`src/rtl/op_seq_pkg.sv`:
```
// op_sequencer shared types.
// Request bundle, op encodings, FSM states.
package op_seq_pkg;

  localparam int W     = 4;
  localparam int DEPTH = 4;

  typedef enum logic [1:0] {
    OP_RCA,
    OP_ODDEVEN,
    OP_DIV4,
    OP_TWOCMP
  } op_t;

  typedef enum logic [1:0] {
    IDLE,
    EXEC,
    HOLD
  } seq_state_t;

  typedef struct packed {
    logic [W-1:0] a;
    op_t          op;
    logic         sweep;
  } req_t;

endpackage

```
`src/rtl/op_sequencer_fifo.sv`:
```
// Synchronous request FIFO with flush.
// full/empty derive from the registered count only.
module req_fifo #(
  parameter int DEPTH = 4,
  parameter int DW    = 7
) (
  input  logic                       clk,
  input  logic                       rst,
  input  logic                       flush,
  input  logic                       push,
  input  logic [DW-1:0]              din,
  input  logic                       pop,
  output logic [DW-1:0]              dout,
  output logic                       full,
  output logic                       empty,
  output logic [$clog2(DEPTH):0]     count
);

  localparam int AW = $clog2(DEPTH);
  localparam int CW = AW + 1;

  logic [DW-1:0] mem [DEPTH];
  logic [AW-1:0] wp;
  logic [AW-1:0] rp;
  logic          push_ok;
  logic          pop_ok;

  assign full    = (count == CW'(DEPTH));
  assign empty   = (count == '0);
  assign push_ok = push && !full;
  assign pop_ok  = pop && !empty;
  assign dout    = mem[rp];

  // Pointer and occupancy bookkeeping; flush empties in one edge.
  always_ff @(posedge clk) begin
    if (rst || flush) begin
      wp    <= '0;
      rp    <= '0;
      count <= '0;
    end else begin
      if (push_ok) wp <= wp + AW'(1);
      if (pop_ok)  rp <= rp + AW'(1);
      count <= count + CW'(push_ok) - CW'(pop_ok);
    end
  end

  // Entry storage; contents are only meaningful behind the pointers.
  always_ff @(posedge clk) begin
    if (push_ok && !rst && !flush) mem[wp] <= din;
  end

endmodule

```
`src/rtl/op_sequencer.sv`:
```
// Feeds queued requests to the external datapath
// and returns each captured result over valid/ready.
module op_sequencer
  import op_seq_pkg::*;
#(
  parameter int DEPTH = op_seq_pkg::DEPTH,
  parameter int W     = op_seq_pkg::W
) (
  input  logic         clk,
  input  logic         rst,
  input  logic         req_valid,
  output logic         req_ready,
  input  logic [W-1:0] req_a,
  input  logic [1:0]   req_op,
  input  logic         req_sweep,
  input  logic         abort,
  output logic [W-1:0] dp_a,
  output logic [1:0]   dp_sel,
  input  logic [W-1:0] dp_out,
  output logic         res_valid,
  input  logic         res_ready,
  output logic [W-1:0] res_data,
  output logic [1:0]   res_op,
  output logic         busy
);

  seq_state_t state, state_n;
  req_t       in_req, head;
  logic       full, empty, pop;
  logic [$clog2(DEPTH):0] count;

  logic [W-1:0] dp_a_n, res_data_n;
  logic [1:0]   dp_sel_n, res_op_n;
  logic         sweep_r, sweep_n, res_valid_n;

  assign in_req    = '{a: req_a, op: op_t'(req_op), sweep: req_sweep};
  assign req_ready = !full;
  assign busy      = (state != IDLE) || (count != '0);

  req_fifo #(
    .DEPTH (DEPTH),
    .DW    ($bits(req_t))
  ) u_fifo (
    .clk   (clk),
    .rst   (rst),
    .flush (abort),
    .push  (req_valid && !abort),
    .din   (in_req),
    .pop   (pop),
    .dout  (head),
    .full  (full),
    .empty (empty),
    .count (count)
  );

  // Next-state, datapath drive and result capture decisions.
  always_comb begin
    state_n     = state;
    dp_a_n      = dp_a;
    dp_sel_n    = dp_sel;
    sweep_n     = sweep_r;
    res_valid_n = res_valid;
    res_data_n  = res_data;
    res_op_n    = res_op;
    pop         = 1'b0;
    if (abort) begin
      state_n     = IDLE;
      res_valid_n = 1'b0;
    end else begin
      unique case (state)
        IDLE: begin
          if (!empty) begin
            pop      = 1'b1;
            dp_a_n   = head.a;
            dp_sel_n = head.sweep ? 2'd0 : head.op;
            sweep_n  = head.sweep;
            state_n  = EXEC;
          end
        end
        EXEC: begin
          res_data_n  = dp_out;
          res_op_n    = dp_sel;
          res_valid_n = 1'b1;
          state_n     = HOLD;
        end
        HOLD: begin
          if (res_ready) begin
            res_valid_n = 1'b0;
            if (sweep_r && dp_sel != 2'd3) begin
              dp_sel_n = dp_sel + 2'd1;
              state_n  = EXEC;
            end else if (!empty) begin
              pop      = 1'b1;
              dp_a_n   = head.a;
              dp_sel_n = head.sweep ? 2'd0 : head.op;
              sweep_n  = head.sweep;
              state_n  = EXEC;
            end else begin
              state_n = IDLE;
            end
          end
        end
        default: state_n = IDLE;
      endcase
    end
  end

  // Sequencer state register.
  always_ff @(posedge clk) begin
    if (rst) begin
      state     <= IDLE;
      dp_a      <= '0;
      dp_sel    <= '0;
      sweep_r   <= 1'b0;
      res_valid <= 1'b0;
      res_data  <= '0;
      res_op    <= '0;
    end else begin
      state     <= state_n;
      dp_a      <= dp_a_n;
      dp_sel    <= dp_sel_n;
      sweep_r   <= sweep_n;
      res_valid <= res_valid_n;
      res_data  <= res_data_n;
      res_op    <= res_op_n;
    end
  end

endmodule
```
`config.mk`:
```
export PLATFORM = sky130hd
export DESIGN_NAME = op_sequencer
export DESIGN_NICKNAME = d
export VERILOG_FILES = /design/src/rtl/op_seq_pkg.sv /design/src/rtl/op_sequencer_fifo.sv /design/src/rtl/op_sequencer.sv
export SDC_FILE = /design/constraint.sdc
export NUM_CORES = 1
export LEC_CHECK = 0
export CORE_ASPECT_RATIO = 1.1
export CORE_MARGIN = 2
export CORE_UTILIZATION = 40
export CTS_BUF_LIST = sky130_fd_sc_hd__clkbuf_4 sky130_fd_sc_hd__clkbuf_8
export CTS_CLUSTER_SIZE = 40
export DETAILED_ROUTE_END_ITERATION = 12
export MAX_ROUTING_LAYER = met4
export RECOVER_POWER = 50
export SLEW_MARGIN = 20
export SYNTH_ARGS = -nofsm -noshare
export SYNTH_HDL_FRONTEND = slang
export SYNTH_SLANG_ARGS = --single-unit
export TNS_END_PERCENT = 5
```
`constraint.sdc`:
```
create_clock -name clk -period 4.4 [get_ports clk]
set_input_delay 0.44 -clock clk [delete_from_list [all_inputs] [get_ports clk]]
set_output_delay 0.44 -clock clk [all_outputs]
set_load 0.005 [all_outputs]
```
== After elaboration in Yosys (flattened, before gate mapping) ==
Memory sizes are Yosys's and may differ from the RTL's. A register that Yosys moved wholly into a read port is not among the register bits.
Index checks and enable logic that the tools add are counted.
W data, S select, Z words.

* Register bits after elaboration: 23
* RAM bits: 28
* Input bits: 16
* Output and inout bits: 15
* Logic and storage cells: 77
* Memories: 1

* Add/subtract/negate cells: 5
* Equality and inequality tests: 7
* Muxes and demuxes: 29
* Bitwise logic cells: 1
* Reduce and logical (&&, ||, !) cells: 24

{| class="wikitable"
|+ Memories
! memory !! words !! bits a word !! read ports !! clocked after memory_dff !! write ports !! RTL line !! text
|-
| u_fifo.mem || 4 || 7 || 1 || 1 || 1 || op_sequencer_fifo.sv:22 || <nowiki>logic [DW-1:0] mem [DEPTH];</nowiki>
|}

{| class="wikitable"
|+ Operators by type and width
! cell !! count
|-
| $mux W2 || 8
|-
| $mux W1 || 12
|-
| $mux W4 || 3
|-
| $ne A2 B2 Y1 const B || 4
|-
| $pmux W4 S2 || 1
|-
| $add A2 B1 Y2 const B || 3
|-
| $logic_and A1 B1 Y1 || 6
|-
| $pmux W1 S2 || 3
|-
| $pmux W2 S3 || 1
|-
| $reduce_and A2 Y1 || 3
|-
| $reduce_bool A2 Y1 || 3
|-
| $logic_not A1 Y1 || 4
|-
| $pmux W2 S2 || 1
|-
| $reduce_and A4 Y1 || 1
|-
| $add A3 B1 Y3 || 1
|-
| $eq A3 B3 Y1 const B || 1
|-
| $logic_not A3 Y1 || 1
|-
| $reduce_and A3 Y1 || 1
|-
| $reduce_bool A3 Y1 || 1
|-
| $sub A3 B1 Y3 || 1
|-
| $eq A2 B1 Y1 const B || 1
|-
| $eq A2 B2 Y1 const B || 1
|-
| $logic_not A2 Y1 || 1
|-
| $logic_or A1 B1 Y1 || 2
|-
| 2 further kinds || 2
|}

== Longest topological paths before layout ==
* Word-level depth: 9
* Mapped depth: 12
* Depth with buffers taken out: 12

== By module ==
A second synthesis with hierarchy kept.

* Cells, all modules: 170
* Area, all modules: 2,263.4 µm²

{| class="wikitable"
|+ Modules (own cells, without submodules)
! module !! times used !! cells an instance !! area each (µm²) !! seq. area each (µm²)
|-
| req_fifo || 1 || 86 || 1,495.2 || 1,021.0
|-
| op_sequencer || 1 || 84 || 768.2 || 320.3
|}

== Least setup slack after synthesis ==
Ideal clock, no wire load.

* Path kind: register to register
* From: register dp_sel[0]
* To: register u_fifo.count[2]
* Library setup time: 0.124 ns
* Arrival: 2.133 ns
* Data required time: 4.276 ns
* Slack: 2.143 ns
* Cell stages (with the launch flop): 13
* Buffers on the path: 0
* Period minus slack after synthesis: 2.257 ns
* Cell sequence: dfxtp_1 > ha_1 > nor2b_1 > o21a_1 > nor2_1 > ha_1 > inv_1 > ha_1 > inv_1 > fa_1 > xor2_1 > xnor2_1 > nor2_1

* Word-level cells in the longest chain between the ends: 8

{| class="wikitable"
|+ Ends and longest elaborated chain
! what !! RTL line !! text
|-
| start, declared || op_sequencer.sv:18 || <nowiki>output logic [1:0] dp_sel,</nowiki>
|-
| start signal, assigned || op_sequencer.sv:121 || <nowiki>dp_sel <= dp_sel_n;</nowiki>
|-
| $ne A2 B2 Y1 || op_sequencer.sv:89 || <nowiki>if (sweep_r && dp_sel != 2'd3) begin</nowiki>
|-
| $logic_and A1 B1 Y1 || op_sequencer.sv:89 ||
|-
| $mux W1 || op_sequencer.sv:89 ||
|-
| $mux W1 || op_sequencer.sv:87 || <nowiki>if (res_ready) begin</nowiki>
|-
| $pmux W1 S2 || op_sequencer.sv:70 || <nowiki>unique case (state)</nowiki>
|-
| $mux W1 || op_sequencer.sv:66 || <nowiki>if (abort) begin</nowiki>
|-
| $logic_and A1 B1 Y1 || op_sequencer_fifo.sv:31 || <nowiki>assign pop_ok = pop && !empty;</nowiki>
|-
| net u_fifo.pop_ok || op_sequencer_fifo.sv:26 || <nowiki>logic pop_ok;</nowiki>
|-
| $sub A3 B1 Y3 || op_sequencer_fifo.sv:43 || <nowiki>count <= count + CW'(push_ok) - CW'(pop_ok);</nowiki>
|-
| end signal, assigned || op_sequencer_fifo.sv:43 ||
|-
| end, declared || op_sequencer_fifo.sv:16 || <nowiki>output logic [$clog2(DEPTH):0] count</nowiki>
|}

The timed path passes the listed nets, and every way through them passes these cells.
A chain may end at the register's enable or synchronous reset.

== Worst setup path after layout ==
* From: input abort
* To: register u_fifo.count[2]

* Elaborated cells on any way between the ends: 8
* Classes of those cells: add/sub (2); mux (1); reduce/logical (5)

{| class="wikitable"
|+ RTL lines
! what !! RTL line !! text
|-
| start, declared || op_sequencer.sv:16 || <nowiki>input logic abort,</nowiki>
|-
| $mux W1 || op_sequencer.sv:66 ||
|-
| $logic_and A1 B1 Y1 || op_sequencer_fifo.sv:31 ||
|-
| net u_fifo.pop_ok || op_sequencer_fifo.sv:26 ||
|-
| $sub A3 B1 Y3 || op_sequencer_fifo.sv:43 ||
|}

The timed path passes the listed nets, and every way through them passes these cells.

==> metrics.txt <==
hold slack=487 ps; TritonCTS Sinks=53; critical path required time=4610 ps; Fmax achieved=387 MHz; Post-synth EDFFs=28; r2r startpoint=dp_sel[0]; Sw Share=21.7%; Syn Nets=188; Power Internal=745 uW; actual slew at the worst max-slew pin=656 ps; Reg2Reg Depth=12; Syn. warnings=0; Worst Setup End Kind=register; initial DRC count=75; H-tree levels=2; gpl congestion=0.832; Final ANT Viol Nets=0; Critical Path Fanout Max=9; sequential-to-total area share from yosys stat=61.4%; total number of vias=1324; Final Setup Violations=0; clock skew=11.3 ps; vias in the first global route=1306; initial antenna violation count=0; storage element area=1340 um^2; synth cell count leaders=edfxtp_1, dfxtp_1, nor2_1; portion of total power attributed to sequential cells=56.7%; dpl hpwl=2830 um; Final nets=219; dpl ws=1570 ps; CTS tree=built; CP Data Arrival Time=2790 ps; mapped cell area=2180 um^2; leak pwr=0.000946 uW; HP Class=register to register; number of gates resized after cts=0; Hold Violations, Final=0; r2r setup slk=1960 ps; Slew Viols, Final=0; antenna cells=0; Total Routed Length=3830 um; global-route wire length before repair=6150 um; postcts setup bufs=0; period utilisation layout=58.8%; drt pass-1 iters=7; main flop type after synthesis=edfxtp_1; Startpoint Class=input pin; Total Routing Usage GR=14.3%; combinational share of power=8.7%; share of post-route cells with drive strength above 1=7.14%; Async SR Flop Fraction=0%; clk slew on worst S/H paths=100 ps; synthesized area per cell=13.3 um^2; Peak VDD IR=0.000206 V; status=finished clean; GRT overflow=0; pwr dens=358 nW/um^2; Synth area leader=edfxtp_1; relative slew slack=56.1%; die height=81.5 um; chip width=74.5 um; Synth top area share=38.5%; CORE AREA=5330 um^2; crit path launch=abort; I/O pin count=31; clock latency on the worst-skew pair=300 ps; synthesized flop and latch total=53; most frequent cell after synthesis=edfxtp_1; CTS hold repair buffers=0; Max Root-Sink Buffers=2; area of the multi-input gates=785 um^2; PortBufs=30; max-cap check violation count=0; reg2reg end=u_fifo.count[2]; largest net degree at the start of global routing=19; sw power=206 uW; setup repair after global routing missed its margin=no; post-synthesis cell type count=34; Fin Setup TNS=0 ps; WL per Instance=14.1 um; initial core utilization=41.0%; Critical Path Sink=u_fifo.count[2]; largest cells by area after synthesis=edfxtp_1, dfxtp_1, mux4_1; Residual DRC=0; Vias/cell=4.89; final worst slack=1810 ps; fin crit period=2590 ps; WS Path Type=input pin to register; Area Overhead vs Synth=21.7%; CTS Buf Count=5; Gate Count Post-Synth=164; FP Rows=28; Clock Root Buffer=clkbuf_8; Clk pwr share=34.6%; Die Footprint=6070 um^2; WHS Path Cells=2; Fillers=485
cell families (layout without fill, tap and decap cells):
group           count (synthesis)  after routing  synth area share [%]
flops                          53             53                  61.4
simple gates                   48             48                  11.5
compound gates                 25             25                  6.93
mux                            14             14                  11.5
buf+inv                        13             45                  2.58
fa+ha+maj                       8              8                  4.93
xor+xnor                        3              3                  1.20
layout make-up:
cell class	count	area share [%]
flip-flops and latches	53	50.4
multi-input cells	98	29.5
repair buffers	30	11.3
well taps	75	3.53
clock buffers	5	2.59
clock inverters	3	1.65
inverters	7	0.988
worst max-delay path, stage by stage:
cell,delay [ps]
dlygate4sd3_1,600
nor2_1,220
nand2_1,210
nor2_1,140
ha_1,230
inv_1,60
ha_1,130
inv_1,40
fa_1,360
xor2_1,180
xnor2_1,130
nor2_1,50
stage by stage:
| stage | util [%] | power, uW | cell area [um^2] | instances |
|---|---|---|---|---|
| 3_5_place_dp | 47.9 | 637 | 2550 | 263 |
| 4_1_cts | 50.0 | 969 | 2660 | 271 |
| 5_1_grt | 49.9 | 996 | 2660 | 271 |
| 6_report | 49.9 | 951 | 2660 | 271 |
| 3_3_place_gp | 47.9 | 634 | 2550 | 263 |
| 2_1_floorplan | - | 597 | 2180 | 164 |
cells in the final DEF, fill, tap and decap left out, types with 2 or more instances in the layout:
| cell | n |
|---|---|
| o22ai_2 | 2 |
| o21ai_0 | 9 |
| nand2_1 | 4 |
| nor2_1 | 17 |
| inv_1 | 7 |
| dlygate4sd3_1 | 16 |
| clkbuf_8 | 5 |
| xnor2_1 | 2 |
| nand3_1 | 7 |
| dfxtp_1 | 25 |
| mux4_1 | 6 |
| edfxtp_1 | 28 |
| nand2b_1 | 4 |
| or3_1 | 2 |
| and2_1 | 6 |
| ha_1 | 7 |
| mux2i_1 | 7 |
| clkdlybuf4s50_1 | 14 |
| a21oi_1 | 9 |
flip-flops by register name, summed over array words and instances (netlist names), named ones only:
register and count:
dp_a 4, u_fifo.wp 2, sweep_r 1, res_valid 1
state 2, u_fifo.mem 28, dp_sel 2, u_fifo.rp 2
res_op 2, res_data 4, u_fifo.count 3
power by group through the flow:
stage                     clock network (uW)  logic [uW]  registers [uW]
after floorplan                            0        49.1             548
after CTS                                343        86.6             540
after detailed placement                   0        86.2             551
after global placement                     0        84.1             550
final                                    329        82.4             539
after global routing                     362        93.3             541
worst min-delay path by stage:
stage,start,end,slack [ps]
6_report,sweep_r,sweep_r,490
4_1_cts,sweep_r,sweep_r,490
2_1_floorplan,sweep_r,sweep_r,460
3_3_place_gp,res_op[0],res_op[0],470
5_1_grt,sweep_r,sweep_r,520
3_5_place_dp,sweep_r,sweep_r,470
routing by layer:
| metal | share of wire, % | GRT usage, % |
|---|---|---|
| met4 | 1.4 | 4.82 |
| met5 | 0 | - |
| met3 | 4.3 | 3.68 |
| met2 | 51 | 24.3 |
| met1 | 43 | 16.3 |
No activity file was read; power rests on OpenSTA's default activity.
